<file path="src/rtl/vga_fb_rect_fill_80x60.sv">
// Rectangle-fill engine for the 80x60 framebuffer write port: one pixel per clock, row-major.
// Define FB_FILL_CLIP_EN to clamp out-of-range corners instead of rejecting the request.
module vga_fb_rect_fill_80x60 (
  input  logic        CLK_50MHz,
  input  logic        RST,
  input  logic        START,
  input  logic        ABORT,
  input  logic [6:0]  X0,
  input  logic [6:0]  X1,
  input  logic [5:0]  Y0,
  input  logic [5:0]  Y1,
  input  logic [7:0]  COLOR,
  output logic [12:0] WA,
  output logic [7:0]  WD,
  output logic        WE,
  output logic        BUSY,
  output logic        DONE,
  output logic        ERR
);

  typedef enum logic [1:0] {IDLE, FILL, FIN} state_t;

  state_t      state_q, state_d;
  logic [6:0]  x_q, x_d, xmin_q, xmin_d, xmax_q, xmax_d;
  logic [5:0]  y_q, y_d, ymax_q, ymax_d;
  logic [12:0] wa_q, wa_d;
  logic [7:0]  wd_q, wd_d;
  logic        we_q, we_d, busy_q, busy_d, done_q, done_d, err_q, err_d;

  logic [6:0]  x0c, x1c, xlo, xhi;
  logic [5:0]  y0c, y1c, ylo, yhi;
  logic        oor;

  always_comb begin
`ifdef FB_FILL_CLIP_EN
    x0c = (X0 > 7'd79) ? 7'd79 : X0;
    x1c = (X1 > 7'd79) ? 7'd79 : X1;
    y0c = (Y0 > 6'd59) ? 6'd59 : Y0;
    y1c = (Y1 > 6'd59) ? 6'd59 : Y1;
    oor = 1'b0;
`else
    x0c = X0;
    x1c = X1;
    y0c = Y0;
    y1c = Y1;
    oor = (X0 > 7'd79) || (X1 > 7'd79) || (Y0 > 6'd59) || (Y1 > 6'd59);
`endif
    xlo = (x0c < x1c) ? x0c : x1c;
    xhi = (x0c < x1c) ? x1c : x0c;
    ylo = (y0c < y1c) ? y0c : y1c;
    yhi = (y0c < y1c) ? y1c : y0c;
  end

  // WA/WE are computed one cycle ahead so the registered outputs show the current pixel.
  always_comb begin
    state_d = state_q;
    x_d     = x_q;
    y_d     = y_q;
    xmin_d  = xmin_q;
    xmax_d  = xmax_q;
    ymax_d  = ymax_q;
    wa_d    = wa_q;
    wd_d    = wd_q;
    we_d    = 1'b0;
    done_d  = 1'b0;
    err_d   = err_q;
    case (state_q)
      IDLE: begin
        if (START) begin
          if (oor) begin
            err_d  = 1'b1;
            done_d = 1'b1;
          end else begin
            state_d = FILL;
            xmin_d  = xlo;
            xmax_d  = xhi;
            ymax_d  = yhi;
            x_d     = xlo;
            y_d     = ylo;
            wa_d    = {ylo, xlo};
            wd_d    = COLOR;
            we_d    = 1'b1;
            err_d   = 1'b0;
          end
        end
      end
      FILL: begin
        if (ABORT) begin
          state_d = IDLE;
        end else if (x_q != xmax_q) begin
          x_d  = x_q + 7'd1;
          wa_d = {y_q, x_q + 7'd1};
          we_d = 1'b1;
        end else if (y_q != ymax_q) begin
          x_d  = xmin_q;
          y_d  = y_q + 6'd1;
          wa_d = {y_q + 6'd1, xmin_q};
          we_d = 1'b1;
        end else begin
          state_d = FIN;
          done_d  = 1'b1;
        end
      end
      FIN:     state_d = IDLE;
      default: state_d = IDLE;
    endcase
    busy_d = (state_d != IDLE);
  end

  always_ff @(posedge CLK_50MHz or posedge RST) begin
    if (RST) begin
      state_q <= IDLE;
      x_q     <= '0;
      y_q     <= '0;
      xmin_q  <= '0;
      xmax_q  <= '0;
      ymax_q  <= '0;
      wa_q    <= '0;
      wd_q    <= '0;
      we_q    <= 1'b0;
      busy_q  <= 1'b0;
      done_q  <= 1'b0;
      err_q   <= 1'b0;
    end else begin
      state_q <= state_d;
      x_q     <= x_d;
      y_q     <= y_d;
      xmin_q  <= xmin_d;
      xmax_q  <= xmax_d;
      ymax_q  <= ymax_d;
      wa_q    <= wa_d;
      wd_q    <= wd_d;
      we_q    <= we_d;
      busy_q  <= busy_d;
      done_q  <= done_d;
      err_q   <= err_d;
    end
  end

  assign WA   = wa_q;
  assign WD   = wd_q;
  assign WE   = we_q;
  assign BUSY = busy_q;
  assign DONE = done_q;
  assign ERR  = err_q;

endmodule

</file>
<file path="config.mk">
export PLATFORM = sky130hd
export DESIGN_NAME = vga_fb_rect_fill_80x60
export DESIGN_NICKNAME = d
export VERILOG_FILES = /design/src/rtl/vga_fb_rect_fill_80x60.sv
export SDC_FILE = /design/constraint.sdc
export NUM_CORES = 1
export LEC_CHECK = 0
export CORE_MARGIN = 2
export CORE_UTILIZATION = 49
export CTS_BUF_LIST = sky130_fd_sc_hd__clkbuf_4 sky130_fd_sc_hd__clkbuf_8
export DETAILED_ROUTE_END_ITERATION = 8
export PLACE_DENSITY = 0.8
export REMOVE_ABC_BUFFERS = 1
export SLEW_MARGIN = 25
export SYNTH_ARGS = -nofsm -noshare
export SYNTH_HDL_FRONTEND = slang
export SYNTH_SLANG_ARGS = --single-unit
</file>
<file path="constraint.sdc">
create_clock -name CLK_50MHz -period 1.8 [get_ports CLK_50MHz]
set_input_delay 0.36 -clock CLK_50MHz [delete_from_list [all_inputs] [get_ports CLK_50MHz]]
set_output_delay 0.36 -clock CLK_50MHz [all_outputs]
set_load 0.05 [all_outputs]
</file>
==> run_summary.xml <==
<?xml version="1.0" encoding="UTF-8"?>
<metrics>
  <group name="yosys">
    <metric name="yosys_warning_count" unit="">0</metric>
    <metric name="netlist_top_cells_area" unit="">sky130_fd_sc_hd__dfrtp_1, sky130_fd_sc_hd__mux2i_1, sky130_fd_sc_hd__ha_1</metric>
    <metric name="synthTopCellsByCount" unit="">sky130_fd_sc_hd__dfrtp_1, sky130_fd_sc_hd__nand2_1, sky130_fd_sc_hd__nor2_1, sky130_fd_sc_hd__o21ai_0, sky130_fd_sc_hd__mux2i_1</metric>
    <metric name="netlist.area_leader.share" unit="%">40.82</metric>
    <metric name="ys_seq_elements" unit="">53</metric>
    <metric name="synthDominantAreaCellType" unit="">sky130_fd_sc_hd__dfrtp_1</metric>
    <metric name="post_syn_area" unit="sq um">3249</metric>
    <metric name="postSynthCellCount" unit="">347</metric>
    <metric name="synth.most_common_cell" unit="">sky130_fd_sc_hd__dfrtp_1</metric>
    <metric name="synth_flop_cell" unit="">sky130_fd_sc_hd__dfrtp_1</metric>
    <metric name="netlist-cell-type-count" unit="">50</metric>
    <metric name="register_area_share_after_synthesis" unit="%">40.82</metric>
    <metric name="avgSynthCellArea" unit="sq um">9.364</metric>
    <metric name="synth-edff-count" unit="">0</metric>
    <metric name="async_reset_ff_share" unit="%">100.0</metric>
  </group>
  <group name="worst_setup_path">
    <metric name="reg2reg_to" unit="">x_q[5]</metric>
    <metric name="cp-startpoint" unit="">x_q[1]</metric>
    <metric name="timing.critical_path.from_type" unit="">flip-flop</metric>
    <metric name="reg2reg_slack" unit="ns">-0.32</metric>
    <metric name="worst-setup-path-type" unit="">reg -&gt; reg</metric>
    <metric name="setup.worst_path.end_class" unit="">flip-flop</metric>
    <metric name="crit_end" unit="">x_q[5]</metric>
    <metric name="cp.required" unit="ns">2.00</metric>
    <metric name="worst_r2r_path_depth" unit="">7</metric>
    <metric name="cp.arrival" unit="ns">2.32</metric>
    <metric name="cell_by_cell_listing_of_the_critical_path" unit="">xnor2_2, nand4_1, or2_4, buf_12, mux2i_4, o21ai_2, o32a_1</metric>
    <metric name="critical-path-max-stage-delay" unit="ns">0.43</metric>
    <metric name="critical_path.max_fanout" unit="">5</metric>
    <metric name="critical-path-slowest-cell" unit="">sky130_fd_sc_hd__dfrtp_1</metric>
    <metric name="regToRegStartpoint" unit="">x_q[1]</metric>
  </group>
  <group name="worst_hold_path">
    <metric name="hold_path_class" unit="">in -&gt; async</metric>
  </group>
  <group name="place">
    <metric name="place_hpwl" unit="mm">6.496</metric>
    <metric name="gp_congestion" unit="">0.9023</metric>
    <metric name="place.port_buffers" unit="">62</metric>
  </group>
  <group name="global_routing">
    <metric name="grt_pass1_vias" unit="">3779</metric>
    <metric name="globalRouteOverflowTotal" unit="">0</metric>
    <metric name="grt_pass1_wl" unit="mm">18.62</metric>
    <metric name="antenna_violations_before_repair" unit="">0</metric>
    <metric name="global_route.usage.total" unit="%">32.83</metric>
    <metric name="grt_start_max_net_pins" unit="">23</metric>
  </group>
  <group name="die">
    <metric name="dieHeight" unit="um">85.44</metric>
    <metric name="std_cell_rows" unit="">29</metric>
    <metric name="floorplan.die_area" unit="sq um">7299</metric>
    <metric name="core_area" unit="sq um">6386</metric>
    <metric name="die-width" unit="um">85.44</metric>
    <metric name="io-pin-count" unit="">63</metric>
    <metric name="initial_utilization" unit="%">50.88</metric>
  </group>
  <group name="power">
    <metric name="power_density" unit="nW/um^2">1213</metric>
    <metric name="p_leak" unit="uW">0.002518</metric>
    <metric name="p_total" unit="uW">6490</metric>
    <metric name="vdd.ir_drop.worst" unit="mV">0.7866</metric>
  </group>
  <group name="route">
    <metric name="drc_violation_count_after_routing" unit="">0</metric>
    <metric name="drt_pre_antenna_iters" unit="">8</metric>
    <metric name="routedWlPerCell" unit="um">23.38</metric>
    <metric name="antenna_left" unit="">0</metric>
    <metric name="drt-total-wl" unit="mm">13.68</metric>
    <metric name="route.vias.total" unit="">3853</metric>
    <metric name="violation_count_after_the_first_detailed_routing_iteration" unit="">604</metric>
    <metric name="viasPerCell" unit="">6.586</metric>
  </group>
  <group name="clocking">
    <metric name="h-tree-depth" unit="">2</metric>
    <metric name="clock-sinks" unit="">53</metric>
    <metric name="numCtsBuffers" unit="">5</metric>
    <metric name="clockBufferDepth" unit="">2</metric>
    <metric name="clock_transition_at_the_register_clock_pins_on_the_worst_setup_and_hold_paths_after_cts" unit="ns">0.10</metric>
    <metric name="clkLatencyLatePin" unit="ns">0.32</metric>
    <metric name="clockRootBuffer" unit="">sky130_fd_sc_hd__clkbuf_8</metric>
    <metric name="cts.hold.buffers_added" unit="">0</metric>
    <metric name="tritoncts_clock_tree" unit="">yes</metric>
  </group>
  <group name="sta">
    <metric name="worst_slack" unit="ns">-0.3168</metric>
    <metric name="finalHoldViolCount" unit="">0</metric>
    <metric name="fmax" unit="GHz">0.4724</metric>
    <metric name="final.setup_skew" unit="ns">0.009827</metric>
    <metric name="fraction_of_the_cycle_the_final_worst_path_needs" unit="%">117.6</metric>
    <metric name="period_minus_slack" unit="ns">2.117</metric>
    <metric name="rsz0062_at_grt" unit="">true</metric>
    <metric name="slew_headroom" unit="%">61.18</metric>
    <metric name="final-max-slew-violation-count" unit="">0</metric>
    <metric name="final-setup-viol-count" unit="">45</metric>
    <metric name="tightest_slew" unit="ns">0.5824</metric>
  </group>
  <group name="run_status">
    <metric name="failing_checks" unit="">negative setup slack</metric>
    <metric name="run_status" unit="">finished with violations</metric>
  </group>
  <group name="job">
    <metric name="drv_cap" unit="">0</metric>
  </group>
  <group name="finish">
    <metric name="final_net_count" unit="">558</metric>
    <metric name="utilization" unit="%">83.80</metric>
    <metric name="layout-drive-gt1-share" unit="%">49.61</metric>
    <metric name="area_growth_syn_to_layout" unit="%">64.69</metric>
    <metric name="diodes" unit="">0</metric>
  </group>
</metrics>
flip-flops by register name, indices dropped and copies added (netlist names):
name     flops
DONE         1
y_q          6
BUSY         1
x_q          6
xmin_q       7
ymax_q       6
WD           8
ERR          1
WE           1
xmax_q       7
state_q      2
WA           7
placed cells by master (no fill, tap or decap), drive strengths merged, types with 3 or more instances in the layout:
cell type,Yosys,final
xnor2,14,14
nand3,13,13
nor2,27,27
clkbuf,10,18
clkdlybuf4s50,0,11
nand2b,4,4
o311ai,3,3
dfrtp,53,53
dlymetal6s2s,0,4
buf,10,143
nand2,33,33
ha,13,13
inv,15,15
and3,6,6
mux2,14,14
a21o,5,5
nand4,5,5
nor3,11,11
xor2,7,7
or3,4,4
a21oi,19,19
o21ai,32,32
a31oi,7,7
o32a,4,4
mux2i,19,19
worst max-delay path, delay by kind of cell, from the launching register on:
| kind | cells | cell delay (ns) |
|---|---|---|
| buffers and inverters | 1 | 0.15 |
| XOR/XNOR | 1 | 0.22 |
| AO/OA/AOI/OAI | 2 | 0.42 |
| flip-flops | 1 | 0.43 |
| multiplexers | 1 | 0.16 |
| AND/OR/NAND/NOR | 2 | 0.62 |
layout make-up:
type	instances	area, sq um
Clock buffer	7	90.09
Clock inverter	1	30.03
Tap cell	77	96.34
Multi-Input combinational cell	258	2195
Fill cell	317	1035
Sequential cell	53	1326
Timing Repair inverter	1	16.27
Timing Repair Buffer	172	1525
Inverter	16	72.57
worst min-delay path by stage:
stage,endpoint,slack [ns],cells past startpoint
after floorplan,xmin_q[0],0.45,2
after global placement,xmin_q[0],0.47,2
after detailed placement,xmin_q[0],0.47,2
after CTS,ERR,0.36,2
after global routing,ERR,0.39,2
final,ERR,0.36,2
power breakdown:
group,internal (uW),switching [uW],total [uW]
Combinational,1570,2150,3720
Clock,470,428,897
Sequential,1560,310,1870
repair_timing:
item	CTS	global route
gates cloned	3	2
pin swaps	39	36
gates resized for setup	126	119
setup buffers	22	7
setup endpoints to repair	50	50
metal layers:
metal	GRT usage (%)	wire length, um	up-vias
met5	0	0	-
met4	18.47	1062	0
met3	6.809	1315	136
met2	53.55	6337	397
met1	40.45	4962	1760
li1	-	-	1560
per-stage QoR:
step | hold WS, ns | instance area (sq um) | setup TNS, ns | instances | setup slack, ns
5_1_grt | 0.3881 | 5351 | -5.458 | 585 | -0.3089
2_1_floorplan | 0.4497 | 3131 | -23.68 | 327 | -0.9216
4_1_cts | 0.3616 | 5044 | -1.381 | 578 | -0.1931
6_report | 0.3579 | 5351 | -5.143 | 585 | -0.3168
3_5_place_dp | 0.4729 | 4418 | -33.85 | 545 | -0.8960
3_3_place_gp | 0.4688 | 4418 | -30.18 | 545 | -0.7961
cell families (layout without fill, tap and decap cells):
| group | after synthesis | count (layout) | synth area share (%) |
|---|---|---|---|
| multiplexers | 33 | 33 | 10.82 |
| buffers and inverters | 36 | 197 | 5.660 |
| adder cells (fa/ha/maj) | 13 | 13 | 5.006 |
| XOR/XNOR | 21 | 21 | 5.892 |
| AO/OA/AOI/OAI | 82 | 82 | 16.10 |
| AND/OR/NAND/NOR | 109 | 109 | 15.71 |
| flip-flops | 53 | 53 | 40.82 |
Note: power is estimated with default switching activity, not from simulation.
